===== src/rtl/sap_control_sequencer.sv =====
// SAP-1 control sequencer.
// A one-hot ring counter steps through the T-states T1..T6. The IR opcode is
// decoded into the active-low load/output enables that drive the 8-bit bus
// registers. Executing HLT parks the unit in a HALT state, and only a reset
// brings it back out.
module sap_control_sequencer (
  input  logic       clk,
  input  logic       low_reset,
  input  logic       run,
  input  logic [3:0] opcode,
  output logic [5:0] t_state,
  output logic       halted,
  output logic       pc_inc,
  output logic       low_pc_o_en,
  output logic       low_mar_i_en,
  output logic       low_ram_o_en,
  output logic       low_ir_i_en,
  output logic       low_ir_o_en,
  output logic       low_acc_i_en,
  output logic       low_acc_o_en,
  output logic       low_alu_o_en,
  output logic       alu_sub,
  output logic       low_b_i_en,
  output logic       low_out_i_en
);

  localparam logic [3:0] OP_LDA = 4'b0000;
  localparam logic [3:0] OP_ADD = 4'b0001;
  localparam logic [3:0] OP_SUB = 4'b0010;
  localparam logic [3:0] OP_OUT = 4'b1110;
  localparam logic [3:0] OP_HLT = 4'b1111;

  localparam logic [5:0] ST_HALT = 6'b000000;
  localparam logic [5:0] ST_T1   = 6'b000001;
  localparam logic [5:0] ST_T2   = 6'b000010;
  localparam logic [5:0] ST_T3   = 6'b000100;
  localparam logic [5:0] ST_T4   = 6'b001000;
  localparam logic [5:0] ST_T5   = 6'b010000;
  localparam logic [5:0] ST_T6   = 6'b100000;

  logic [5:0] r_t_state;
  logic       r_halted;
  logic [5:0] w_ring_next;

  // Next ring position. Any illegal pattern falls back to T1 so the ring self-heals.
  always_comb begin
    case (r_t_state)
      ST_T1:   w_ring_next = ST_T2;
      ST_T2:   w_ring_next = ST_T3;
      ST_T3:   w_ring_next = ST_T4;
      ST_T4:   w_ring_next = ST_T5;
      ST_T5:   w_ring_next = ST_T6;
      default: w_ring_next = ST_T1;
    endcase
  end

  // Ring counter and halt flag. Reset takes priority over both HALT and run.
  always_ff @(posedge clk) begin
    // NOTE: state registers use non-blocking assignments so every flop samples
    // pre-edge values. Blocking assignments here would create order-dependent races.
    if (!low_reset) begin
      r_t_state <= ST_T1;
      r_halted  <= 1'b0;
    end else if (!r_halted && run) begin
      if (r_t_state == ST_T4 && opcode == OP_HLT) begin
        r_t_state <= ST_HALT;
        r_halted  <= 1'b1;
      end else begin
        r_t_state <= w_ring_next;
      end
    end
  end

  logic w_cp, w_ep, w_lm, w_ce, w_li, w_ei, w_la, w_ea, w_eu, w_su, w_lb, w_lo;

  // Control-word decode from the registered T-state and opcode (asserted = 1 here).
  always_comb begin
    // NOTE: every signal gets a default before the case. A path that left one
    // unassigned would infer a latch.
    w_cp = 1'b0; w_ep = 1'b0; w_lm = 1'b0; w_ce = 1'b0;
    w_li = 1'b0; w_ei = 1'b0; w_la = 1'b0; w_ea = 1'b0;
    w_eu = 1'b0; w_su = 1'b0; w_lb = 1'b0; w_lo = 1'b0;
    if (low_reset && !r_halted) begin
      case (r_t_state)
        ST_T1: begin
          w_ep = 1'b1;
          w_lm = 1'b1;
        end
        ST_T2: w_cp = 1'b1;
        ST_T3: begin
          w_ce = 1'b1;
          w_li = 1'b1;
        end
        ST_T4: begin
          if (opcode == OP_LDA || opcode == OP_ADD || opcode == OP_SUB) begin
            w_ei = 1'b1;
            w_lm = 1'b1;
          end else if (opcode == OP_OUT) begin
            w_ea = 1'b1;
            w_lo = 1'b1;
          end
        end
        ST_T5: begin
          if (opcode == OP_LDA) begin
            w_ce = 1'b1;
            w_la = 1'b1;
          end else if (opcode == OP_ADD || opcode == OP_SUB) begin
            w_ce = 1'b1;
            w_lb = 1'b1;
            w_su = (opcode == OP_SUB);
          end
        end
        ST_T6: begin
          if (opcode == OP_ADD || opcode == OP_SUB) begin
            w_eu = 1'b1;
            w_la = 1'b1;
            // Subtract is held from T5 so the ALU has settled before ACC loads.
            w_su = (opcode == OP_SUB);
          end
        end
        default: ;
      endcase
    end
  end

  assign t_state      = r_t_state;
  assign halted       = r_halted;
  assign pc_inc       = w_cp;
  assign alu_sub      = w_su;
  assign low_pc_o_en  = ~w_ep;
  assign low_mar_i_en = ~w_lm;
  assign low_ram_o_en = ~w_ce;
  assign low_ir_i_en  = ~w_li;
  assign low_ir_o_en  = ~w_ei;
  assign low_acc_i_en = ~w_la;
  assign low_acc_o_en = ~w_ea;
  assign low_alu_o_en = ~w_eu;
  assign low_b_i_en   = ~w_lb;
  assign low_out_i_en = ~w_lo;

endmodule

===== config.mk =====
export PLATFORM = sky130hd
export DESIGN_NAME = sap_control_sequencer
export DESIGN_NICKNAME = d
export VERILOG_FILES = /design/src/rtl/sap_control_sequencer.sv
export SDC_FILE = /design/constraint.sdc
export NUM_CORES = 1
export LEC_CHECK = 0
export BUFFER_PORTS_ARGS = -buffer_cell sky130_fd_sc_hd__buf_4
export CAP_MARGIN = 20
export CORE_AREA = 2 2 39 41
export CTS_CLUSTER_SIZE = 8
export DETAILED_ROUTE_END_ITERATION = 7
export DIE_AREA = 0 0 41 43
export PLACE_DENSITY_LB_ADDON = 0.05
export SLEW_MARGIN = 25
export SYNTH_ARGS = -nofsm -noshare
export SYNTH_HDL_FRONTEND = slang
export SYNTH_SLANG_ARGS = --single-unit
export TNS_END_PERCENT = 30

===== constraint.sdc =====
create_clock -name clk -period 3.55 [get_ports clk]
set_input_delay 0.71 -clock clk [delete_from_list [all_inputs] [get_ports clk]]
set_output_delay 0.71 -clock clk [all_outputs]
set_load 0.02 [all_outputs]

==> flow_summary.rst <==
.. list-table::
   :header-rows: 1

   * - Metric
     - Value
   * - Status
     - complete, no violations
   * - Total congestion overflow
     - 0
   * - Highest clock rate
     - 0.367 GHz
   * - Post-Synth Simple-Gate Area
     - about 44%
   * - Final core utilization
     - 55.2%
   * - Synth Instances
     - 76
   * - Area Growth Syn to Fin
     - 36.4%
   * - Vias in the first global route
     - 519
   * - Commonest non-fill, non-tap cells in the layout
     - sky130_fd_sc_hd__buf_4 (25), sky130_fd_sc_hd__nand2_1 (8), sky130_fd_sc_hd__nand2b_1 (7), sky130_fd_sc_hd__a21oi_1 (7), sky130_fd_sc_hd__dfxtp_1 (7)
   * - Clock insertion delay at the later pin of the skew report
     - 260 ps
   * - Post-route clock skew
     - 2.09 ps
   * - Post-synthesis average cell area
     - around 7.4 µm²
   * - Largest fanout on the critical path
     - 3
   * - Length of the first detailed-routing pass in iterations
     - 4
   * - Met2 Routed Length
     - 698 µm
   * - Number of buffers on the longest clock path
     - 2
   * - Worst path arrival time
     - 2010 ps
   * - Metal3 WL
     - 88 µm
   * - Floorplan Core Area
     - ~0.0014 mm²
   * - Wire length of the first global-routing pass
     - between 2000 and 2500 µm
   * - Total power draw
     - 0.208 mW
   * - Setup slack, reg-to-reg
     - between 1500 and 2000 ps
   * - Mux share of post-synthesis cell area
     - 0%
   * - Headroom to the max-slew limit
     - 77.0%
   * - Unrepaired setup endpoints after global routing
     - no
   * - N_diodes
     - 0
   * - Total of hold buffers inserted after clock tree synthesis
     - 0
   * - Synth Area in Compound Gates
     - 21.4%
   * - Count of max-cap constraint violations
     - 0
   * - TritonCTS clock tree
     - built
   * - Footprint of the multi-input gates
     - 387 µm²
   * - Type of the worst min-delay path
     - flop to flop
   * - Die height
     - 43 µm
   * - Layout cell share with drive strength beyond 1
     - 30.0%
   * - Category of the worst setup path launch point
     - primary input
   * - Fraction of the yosys area taken by sequential cells
     - 25.0%
   * - Final hold violation count
     - 0
   * - TritonCTS buffer count
     - 3
   * - Worst vdd ir
     - 0.230 mV
   * - Highest routed metal layer
     - met3
   * - Initial Utilization
     - between 40% and 50%
   * - Area of the die
     - 0.00176 mm²
   * - R2r endpoint
     - t_state[2]$_SDFFE_PN0P_
   * - Synth unique cells
     - 33
   * - Top Ports
     - 26
   * - Synth Cell Area
     - 561 µm²
   * - Leakage power total
     - 0.360 nW
   * - Mean number of vias per cell
     - 5.39
   * - Pwr dens
     - between 200 and 300 mW/mm²
   * - Post-CTS Setup Bufs
     - 0
   * - Final Worst Setup Slack
     - 826 ps
   * - GR Util All Layers
     - 17.9%
   * - H-Tree Level Count
     - 1
   * - Clock root cell
     - sky130_fd_sc_hd__clkbuf_4
   * - Synthesized flop and latch total
     - 7
   * - Classification of the worst setup path
     - primary input to primary output
   * - Leading area contributor after synthesis
     - sky130_fd_sc_hd__dfxtp_1
   * - Post-cts resize count
     - 0
   * - Min-delay src
     - t_state[5]$_SDFFE_PN0P_
   * - Horizontal die dimension
     - 41 µm
   * - CTS clock-pin slew for the worst setup and hold paths
     - 50 ps
   * - Hpwl dp
     - 1100 µm
   * - Leading cell type in the layout, fill and taps excluded
     - sky130_fd_sc_hd__buf_4
   * - Syn_nets
     - 83
   * - Final period util
     - 76.7%
   * - Final-report setup violation count
     - 0
   * - Number of warnings printed during yosys synthesis
     - 0
   * - Cell Rows
     - 14
   * - Final Routed Wirelength
     - 1460 µm
   * - Initial antenna violation count
     - 0
   * - Main combinational cell family by area after synthesis
     - simple AND/OR/NAND/NOR gates
   * - Hold-critical path depth
     - 2
   * - Capture endpoint of the worst hold path
     - t_state[5]$_SDFFE_PN0P_
   * - Instance area at placement
     - 738 µm²
   * - Worst Setup End Kind
     - primary output
   * - Critical Path Source
     - opcode[3]
   * - Post-detailed-route wirelength per cell
     - ~13 µm
   * - DRC viols
     - 0
   * - Routability congestion estimate from global placement
     - 0.730
   * - Clock sinks
     - 7
   * - Number of pins exceeding their max-slew limit in the final report
     - 0
   * - Post-Route M1 WL
     - 673 µm
   * - Post-DRT Antenna Nets
     - 0
   * - Synth top area cells
     - sky130_fd_sc_hd__dfxtp_1 (25%), sky130_fd_sc_hd__nand2b_1 (7.8%), sky130_fd_sc_hd__a21oi_1 (6.3%), sky130_fd_sc_hd__nand2_1 (5.4%), sky130_fd_sc_hd__nor2_1 (4.0%)
   * - Depth of the worst register-to-register path
     - 3
   * - Total via count in the routed design
     - 625
   * - Minimum setup slack after placement
     - 835 ps
   * - Number of nets in the layout
     - 108
   * - I/O Buffers
     - 25
   * - Design Area, Final
     - 764 µm²
   * - Start of the worst register-to-register path
     - t_state[2]$_SDFFE_PN0P_
   * - Largest net degree at the start of global routing
     - 11
   * - Fin Setup TNS
     - 0 ps
   * - Count of routing violations after the opening detailed-route iteration
     - 8
   * - # fillers
     - 147
   * - Cell Count, Final, Fillers Out
     - 116
   * - Area share of xor/xnor cells in the synthesized design
     - about 3.1%
   * - Worst slew pin tran
     - 344 ps
   * - Placed Instances
     - 112
   * - Final hold slack
     - 539 ps
   * - Req. time, crit path
     - 2840 ps
   * - Fraction of synthesized cell area taken by the top area cell type
     - around a quarter
   * - Final period demand of the worst path
     - 2720 ps
   * - Sequential cell area
     - ~140 µm²
   * - Arithmetic-cell share of the synthesized area counting full adders, half adders and majority gates
     - 0%
routing by layer:
layer	GRT usage (%)	vias up
li1	-	329
met1	23.2	282
met2	27.5	14
met3	7.85	0
met4	2.00	0
met5	0	-
cell families (layout without fill, tap and decap cells):
group,Yosys count,count (layout)
AO/OA/AOI/OAI,18,18
buffers and inverters,6,30
AND/OR/NAND/NOR,43,43
XOR/XNOR,2,2
flip-flops,7,7
worst max-delay path by stage:
stage / end / slack [ps]
finish: low_ram_o_en / 830
global route: low_ram_o_en / 700
CTS: low_ram_o_en / 830
detailed placement: low_ram_o_en / 840
global placement: low_ram_o_en / 840
floorplan: pc_inc / 990
cell type report:
type	instances	area share (%)
tap	16	2.62
clock buffer	4	3.44
timing repair buffer	25	24.5
sequential	7	18.3
multi-input combinational	63	50.6
inverter	1	0.491
cell usage after synthesis (all sizes together):
cell type,instances
nor2b,3
o21bai,1
dfxtp,7
a41o,1
and2,2
clkbuf,3
a41oi,1
or4,3
nor4b,1
o211a,1
or4b,2
xor2,1
nor3,1
nand2,8
buf,2
nand3,1
inv,1
nor2,6
a211oi,1
xnor2,1
a21boi,2
o21ai,3
nand4,2
nor4,2
a21oi,7
or3,3
and3,2
o2111a,1
nand2b,7
registers in the layout (all words and copies together), names as in the netlist:
| register | flops |
|---|---|
| t_state | 6 |
| halted | 1 |
power by group:
part	switching [mW]	internal (mW)	leakage, nW
sequential	0.00616	0.0810	0.0569
clock	0.0317	0.0430	0.0150
combinational	0.0243	0.0219	0.288
worst max-delay path: stages:
cell,delay (ps)
sky130_fd_sc_hd__buf_4,110
sky130_fd_sc_hd__or4b_2,670
sky130_fd_sc_hd__a21oi_1,230
sky130_fd_sc_hd__a21boi_0,120
sky130_fd_sc_hd__buf_4,170
Power figures use the tool's default switching activity.
